--- config.mk ---
export PLATFORM = sky130hd
export DESIGN_NAME = motor_pwm_driver
export DESIGN_NICKNAME = d
export VERILOG_FILES = /design/src/rtl/motor_pwm_driver.sv
export SDC_FILE = /design/constraint.sdc
export NUM_CORES = 1
export LEC_CHECK = 0
export CAP_MARGIN = 10
export CORE_ASPECT_RATIO = 1.2
export CORE_MARGIN = 4
export CORE_UTILIZATION = 42
export CTS_CLUSTER_SIZE = 8
export DETAILED_ROUTE_END_ITERATION = 6
export PLACE_DENSITY = 0.58
export SKIP_CTS_REPAIR_TIMING = 1
export SLEW_MARGIN = 20
export SYNTH_ARGS = -nofsm -noshare
export SYNTH_HDL_FRONTEND = slang
export SYNTH_SLANG_ARGS = --single-unit
--- constraint.sdc ---
create_clock -name clk -period 6.45 [get_ports clk]
set_input_delay 0.645 -clock clk [delete_from_list [all_inputs] [get_ports clk]]
set_output_delay 0.645 -clock clk [all_outputs]
set_load 0.005 [all_outputs]
--- src/rtl/motor_pwm_driver.sv ---
// Slew-limited single-ended PWM motor driver with command watchdog.
// Duty only changes at period wraps so the output never glitches mid-period.
module motor_pwm_driver #(
    parameter int PRESCALE         = 1,
    parameter int SLEW_STEP        = 4,
    parameter int WATCHDOG_PERIODS = 16
) (
    input  logic       clk,
    input  logic       rst,
    input  logic       enable,
    input  logic       cmd_valid,
    input  logic [7:0] motor_command,
    output logic       pwm_out,
    output logic [7:0] duty,
    output logic       period_start,
    output logic       at_target,
    output logic       wdt_fault
);

    localparam int PW = (PRESCALE > 1) ? $clog2(PRESCALE) : 1;
    localparam int WW = (WATCHDOG_PERIODS > 1) ? $clog2(WATCHDOG_PERIODS) : 1;

    localparam logic [PW-1:0] PRE_MAX = PW'(PRESCALE - 1);
    localparam logic [WW-1:0] WDT_MAX = WW'(WATCHDOG_PERIODS - 1);
    localparam logic [8:0]    STEP9   = 9'(SLEW_STEP);
    localparam logic [7:0]    STEP8   = 8'(SLEW_STEP);

    logic [PW-1:0] pre;
    logic [7:0]    cnt;
    logic [7:0]    target;
    logic [WW-1:0] wdt_cnt;

    logic          tick;
    logic          wrap;
    logic          up;
    logic [7:0]    eff_target;
    logic [8:0]    diff;
    logic [7:0]    step;
    logic [7:0]    duty_next;

    // Step is clamped to the remaining distance, so no overshoot or 8-bit wrap.
    always_comb begin
        eff_target = wdt_fault ? 8'd0 : target;
        tick       = (pre == PRE_MAX);
        wrap       = tick && (cnt == 8'd254);
        up         = (eff_target > duty);
        diff       = up ? ({1'b0, eff_target} - {1'b0, duty})
                        : ({1'b0, duty} - {1'b0, eff_target});
        step       = (diff < STEP9) ? diff[7:0] : STEP8;
        duty_next  = up ? (duty + step) : (duty - step);
    end

    assign at_target = (duty == eff_target);

    always_ff @(posedge clk) begin
        if (rst) begin
            pre          <= '0;
            cnt          <= 8'd0;
            target       <= 8'd0;
            duty         <= 8'd0;
            wdt_cnt      <= '0;
            wdt_fault    <= 1'b0;
            period_start <= 1'b0;
            pwm_out      <= 1'b0;
        end else begin
            if (cmd_valid) begin
                target <= motor_command;
            end

            if (!enable) begin
                pre          <= '0;
                cnt          <= 8'd0;
                duty         <= 8'd0;
                wdt_cnt      <= '0;
                wdt_fault    <= 1'b0;
                period_start <= 1'b0;
                pwm_out      <= 1'b0;
            end else begin
                pre          <= tick ? '0 : pre + PW'(1);
                period_start <= wrap;
                pwm_out      <= (cnt < duty);

                if (tick) begin
                    cnt <= wrap ? 8'd0 : cnt + 8'd1;
                end

                if (wrap) begin
                    duty <= duty_next;
                end

                // A fresh command always beats expiry on the same edge.
                if (cmd_valid) begin
                    wdt_cnt   <= '0;
                    wdt_fault <= 1'b0;
                end else if (wrap) begin
                    if (wdt_cnt == WDT_MAX) begin
                        wdt_fault <= 1'b1;
                    end else begin
                        wdt_cnt <= wdt_cnt + WW'(1);
                    end
                end
            end
        end
    end

endmodule

==> out/metrics.yaml, run 1 <==
status:
  outcome: "finished, final reports clean"
synth:
  synthTopCellsByCount: "ha_1 (34), dfxtp_1 (32), nor2_1 (31)"
  async_reset_ff_frac: 0
  synth_seq_area_share: 0.236
  ys.flop_type: "dfxtp_1"
  synth_top_cell_by_area: "dfxtp_1"
  syn_nets: 381
  synth_area_per_cell_um2: 8.19
  synth.area.top_cells: "dfxtp_1 (24%), ha_1 (16%), nor2_1 (4.3%), xnor2_1 (3.9%), mux2i_1 (3.7%)"
  synth_edf_count: 0
  yosysMostFrequentCell: "ha_1"
  synth_top_area_frac: 0.236
  ys_types: 57
  synthCells: 332
  synth-seq-cells: 32
  syn-cell-area_um2: 2720
  ys_warn_count: 0
floorplanning:
  die_w_um: 81.5
  core_area_um2: 6170
  io_pins: 24
  die-height_um: 96.2
  num_rows: 31
  dieArea_um2: 7830
  initial_core_util: 0.441
timing:
  finalSetupViolCount: 0
  fin_crit_sh: 0.856
  fin_skew_ns: 0.00545
  max_freq_mhz: 181
  fin_tns_setup_ns: 0
  tightest_slew_ns: 0.957
  slew_violations: 0
  rsz0062_at_grt: "false"
  whs_ns: 0.502
  maxSlewHeadroom: 0.354
  finalHoldViolCount: 0
  timing.final.crit_period_ns: 5.52
setup_path:
  crit_chain: "nand2b_1 -> inv_1 -> ha_1 -> and3_1 -> o21a_1 -> or3_4 -> a2111oi_4 -> nand4_1 -> nor2_1 -> a21oi_1 -> ha_1 -> a22oi_1 -> ha_1 -> nor2b_1 -> o21ai_0 -> a21oi_1 -> o41ai_1 -> nand3_1 -> mux2_1 -> nand3_1"
  cp_top_family: "compound AO/OA/AOI/OAI gates"
  crit_required_ns: 6.68
  r2r_start: "wdt_fault"
  setup.worst_path.start: "wdt_fault"
  slowest_delay_ns: 0.79
  critPathKind: "reg2reg"
  cp.buffers_inverters: 1
  crit_top_cell: "ha_1"
  critPathCaptureType: "register"
  cp.arrival_ns: 5.75
  crit_slowest_cell: "o41ai_1"
  worstPathMaxFanout: 13
  cp-start-kind: "register"
pwr:
  swShare: 0.288
  p_clk_frac: 0.356
  internal-power_uw: 379
  irDropWorstVdd_mv: 0.0999
  p_leak_nw: 1.25
  power_density_nw_per_um2: 171
  seq_power_share: 0.384
  combPwrFrac: 0.261
  power_switching_uw: 153
layout:
  finalCoreUtilization: 0.505
  nets: 401
  diodes: 0
  fin_area_um2: 3110
  layout-drive-gt1-share: 0.0453
  area_delta_synth_final_pct: 14.5
global_route:
  grt_use_met3: 0.0337
  grt_pass1_vias: 2359
  antenna_found_initial: 0
  grt_overflow: 0
  use_met2: 0.302
  grt_pass1_wl_um: 11400
  gr-usage-met1: 0.249
  track_usage: 0.188
  grt_max_degree: 19
  grt.busiest_layer: "met2"
cts:
  cts_buffers: 5
  clock_sinks: 32
  htreeDepth: 2
  cts_root_buf: "clkbuf_8"
  clk_latency_ns: 0.28
  cts_tree: "done"
  cts_buffer_depth: 2
  clkTransAtPathRegs_ns: 0.07
routing:
  wire_per_inst_um: 15.0
  vias: 2377
  firstDrtPassIters: 4
  drt_wl_total_um: 6530
  via_per_inst: 5.46
  drtIter0Drc: 63
  drcViolationCount: 0
  ant_nets: 0
worst_hold_path:
  min_from: "target[1]"
  hold_path_class: "reg2reg"
place:
  dpl_cell_area_um2: 3010
  gp_congestion: 0.910
  port-buffer-count: 23
  dp_hpwl_um: 5260
run:
  drv_cap: 0
-- worst min-delay path, delay by kind of cell (launching register included) --
kind,cells,cell delay (ns)
flops,1,0.33
mux,1,0.07
simple gates,1,0.07
-- area by class of cell --
type                    count  area [µm²]
repair buffers             23         230
inverters                  25        93.8
clock inverters             2        35.0
well taps                  82         103
clock buffers               6        72.6
fillers                   586        3050
flip-flops and latches     32         641
multi-input cells         265        1940
-- cell usage in the layout, fill, tap and decap left out, types with 2 or more instances in the layout --
cell and instances:
ha_1 34, dfxtp_1 32, nor2_1 31, inv_1 25, clkdlybuf4s50_1 23, nand2_1 20, o21ai_0 19, a21oi_1 18
xnor2_1 12, nand2b_1 11, nor2b_1 11, a21o_1 11, nor3_1 10, mux2i_1 10, nand3_1 9, o21a_1 7
xor2_1 6, clkbuf_8 5, nand4_1 4, and3_1 3, nor3b_1 3, a31oi_1 3, a211oi_1 3, fa_1 3
nand3b_1 2, or2_2 2, nor4_1 2, o211ai_1 2, or3_1 2, a41o_2 2
-- through the flow --
step | power (mW) | setup slack, ns | instances
floorplan | 0.314 | 1.64 | 332
global placement | 0.347 | 1.12 | 427
detailed placement | 0.346 | 0.980 | 427
CTS | 0.540 | 0.937 | 435
global route | 0.568 | 0.507 | 435
finish | 0.532 | 0.927 | 435
-- path summary, 6_finish.rpt --
| check | end | slack (ns) | cells past startpoint |
|---|---|---|---|
| worst max-delay path | duty[7] | 0.93 | 20 |
| worst min-delay path | target[1] | 0.50 | 2 |
| worst max register to register | duty[7] | 0.93 | 20 |
| worst min register to register | target[1] | 0.50 | 2 |
-- kinds of logic (layout without fill, tap and decap cells) --
logic type	count (synthesis)	after routing	synth area share
AND/OR/NAND/NOR	116	116	0.221
AO/OA/AOI/OAI	82	82	0.213
adder cells (fa/ha/maj)	37	37	0.178
buffers and inverters	35	56	0.0515
flip-flops	32	32	0.236
XOR/XNOR	18	18	0.0580
multiplexers	11	11	0.0409
other	1	1	0.00138
-- state kept, by name, indices dropped and copies added, names as in the netlist --
signal        cells
cnt               8
duty              8
target            8
wdt_cnt           4
period_start      1
pre               1
pwm_out           1
wdt_fault         1
-- routing by layer --
metal  part of all wire  wire (µm)  vias to the layer above
li1                   -          -                     1218
met1               0.46       2970                     1107
met2               0.48       3140                       41
met3              0.038        246                       11
met4              0.026        168                        0
met5                  0          0                        -
-- power by group through the flow --
stage | clock (mW) | sequential, mW | combinational [mW]
6_report | 0.189 | 0.204 | 0.139
2_1_floorplan | 0 | 0.208 | 0.107
3_5_place_dp | 0 | 0.208 | 0.138
4_1_cts | 0.198 | 0.204 | 0.139
3_3_place_gp | 0 | 0.209 | 0.138
5_1_grt | 0.208 | 0.204 | 0.156
(Power assumes the default switching activity.)
==> run 2, diff against run 1 <==
Settings changed: CORE_MARGIN 4 to 3, SKIP_LAST_GASP from default to 1.
==> out/metrics.yaml, run 2 (synthesis results as in run 1) <==
pwr:
  power_density_nw_per_um2: 161  # -5.9%
  swShare: 0.321  # +0.0326
  power_uw: 499  # -6.0%
  p_leak_nw: 1.25  # +0.21%
  seq_power_share: 0.408  # +0.024
  power_switching_uw: 160  # +4.6%
  p_clk_frac: 0.314  # -0.042
  combPwrFrac: 0.278  # +0.017
  internal-power_uw: 339  # -10%
  irDropWorstVdd_mv: 0.101  # +0.88%
place:
  gp_congestion: 0.875  # -3.8%
  port-buffer-count: 23  # unchanged
  placed_cells: 429  # +0.47%
  dp_hpwl_um: 5230  # -0.49%
floorplanning:
  io_pins: 24  # unchanged
  num_rows: 31  # unchanged
  initial_core_util: 0.441  # unchanged
  core_area_um2: 6170  # unchanged
  dieArea_um2: 7480  # -4.5%
  die_w_um: 79.5  # -2.5%
  die-height_um: 94.2  # -2.1%
layout:
  reg_top3: "cnt (8), duty (8), target (8)"
  area_delta_synth_final_pct: 14.3
  fin_cells: 437  # +0.46%
  layout-drive-gt1-share: 0.0535  # +0.00820
  finalCoreUtilization: 0.504  # -0.000812
  final_cell_mix: "ha_1 (34), dfxtp_1 (32), nor2_1 (31), inv_1 (25), clkdlybuf4s50_1 (23)"
  diodes: 0  # unchanged
  layout_commonest_cell: "ha_1"
  nets: 403  # +0.50%
timing:
  fin_tns_setup_ns: 0  # unchanged
  whs_ns: 0.505  # +0.00354 ns
  finalSetupViolCount: 0  # unchanged
  finalHoldViolCount: 0  # unchanged
  maxSlewHeadroom: 0.391  # +0.0376
  fin_skew_ns: 0.00833  # +0.00288 ns
  fin_crit_sh: 0.853  # -0.00278
  tightest_slew_ns: 0.901  # -0.0556 ns
  timing.final.crit_period_ns: 5.51  # -0.0179 ns
  slew_violations: 0  # unchanged
  max_freq_mhz: 182  # +0.33%
  rsz0062_at_grt: "false"
routing:
  dr.max_layer_used: "met4"
  vias: 2358  # -0.80%
  drcViolationCount: 0  # unchanged
  wl_met2_um: 3190  # +1.5%
  drt-met1-wl_um: 3010  # +1.3%
  wire_per_inst_um: 14.8  # -1.2%
  drt_wl_total_um: 6480  # -0.74%
  drtIter0Drc: 90  # +43%
  ant_nets: 0  # unchanged
  via_per_inst: 5.40  # -1.3%
  firstDrtPassIters: 4  # unchanged
  wl_met3_um: 168  # -32%
worst_hold_path:
  min_to: "target[4]"
  min_from: "target[4]"
  holdPathStages: 2  # unchanged
  hold_path_class: "reg2reg"
setup_path:
  r2r-end: "duty[7]"
  r2r_start: "wdt_fault"
  critPathKind: "reg2reg"
  worstPathMaxFanout: 13  # unchanged
  worst-r2r-setup-slack_ns: 0.94  # +0.02 ns
  cp.arrival_ns: 5.74  # about the same
  critPathCaptureType: "register"
  ff2ff_path_depth: 20  # unchanged
  crit_required_ns: 6.68  # about the same
  cp-start-kind: "register"
cts:
  htreeDepth: 2  # unchanged
  clk_latency_ns: 0.29  # about the same
  cts_root_buf: "clkbuf_8"
  cts_buffer_depth: 2  # unchanged
  clkTransAtPathRegs_ns: 0.07  # about the same
  cts_buffers: 5  # unchanged
  clock_sinks: 32  # unchanged
  cts_tree: "done"
run:
  drv_cap: 0  # unchanged
global_route:
  grt_max_degree: 18  # -1
  grt_pass1_vias: 2269  # -3.8%
  grt_pass1_wl_um: 10900  # -4.2%
  track_usage: 0.187  # -0.000515
  antenna_found_initial: 0  # unchanged
  grt_overflow: 0  # unchanged
status:
  outcome: "finished, final reports clean"
==> run 2: cell types whose count changed in the layout (fill, tap and decap cells not counted), sizes merged <==
cell	previous run	this run
bufinv	1	0
buf	0	2
clkbuf	6	5
clkinv	1	3
==> run 2: area by class of cell <==
| cell class | instances | area [µm²] |
|---|---|---|
| inverters | 25 | 93.8 |
| multi-input cells | 265 | 1940 |
| clock inverters | 3 | 18.8 |
| fillers | 598 | 3060 |
| flip-flops and latches | 32 | 641 |
| clock buffers | 5 | 68.8 |
| well taps | 82 | 103 |
| repair buffers | 25 | 245 |
==> run 2: power by group through the flow <==
stage | combinational [mW] | sequential, mW | clock, mW
2_1_floorplan | 0.107 | 0.208 | 0
3_3_place_gp | 0.139 | 0.209 | 0
3_5_place_dp | 0.138 | 0.208 | 0
4_1_cts | 0.139 | 0.204 | 0.163
5_1_grt | 0.155 | 0.205 | 0.172
6_report | 0.139 | 0.204 | 0.157
==> run 2: worst max-delay path: stages, from the launching register on <==
cell,delay [ns]
dfxtp_1,0.45
nand2b_1,0.20
inv_1,0.06
ha_1,0.45
and3_1,0.26
o21a_1,0.15
or3_4,0.39
a2111oi_4,0.50
nand4_1,0.22
nor2_1,0.14
a21oi_1,0.05
ha_1,0.28
a22oi_1,0.27
ha_1,0.28
nor2b_1,0.12
o21ai_0,0.20
a21oi_1,0.13
o41ai_1,0.75
nand3_1,0.15
mux2_1,0.33
nand3_1,0.08
==> run 2: per-layer routing <==
layer | vias up | global-route usage
li1 | 1222 | -
met1 | 1096 | 0.238
met2 | 31 | 0.320
met3 | 9 | 0.0317
met4 | 0 | 0.0587
met5 | - | 0
==> run 2: how the worst max path moves through the flow <==
stage / start / slack (ns) / cells after the start / to
2_1_floorplan: wdt_fault / 1.64 / 20 / duty[7]
6_report: wdt_fault / 0.94 / 20 / duty[7]
5_1_grt: wdt_fault / 0.33 / 20 / duty[7]
4_1_cts: wdt_fault / 0.96 / 20 / duty[7]
3_3_place_gp: wdt_fault / 1.10 / 20 / duty[7]
3_5_place_dp: wdt_fault / 0.97 / 20 / duty[7]
==> run 2: per-stage QoR <==
| step | worst slack, ns | cell area [µm²] |
|---|---|---|
| after CTS | 0.959 | 3110 |
| final | 0.945 | 3110 |
| after floorplan | 1.64 | 2720 |
| after global placement | 1.10 | 3020 |
| after detailed placement | 0.971 | 3020 |
| after global routing | 0.329 | 3110 |
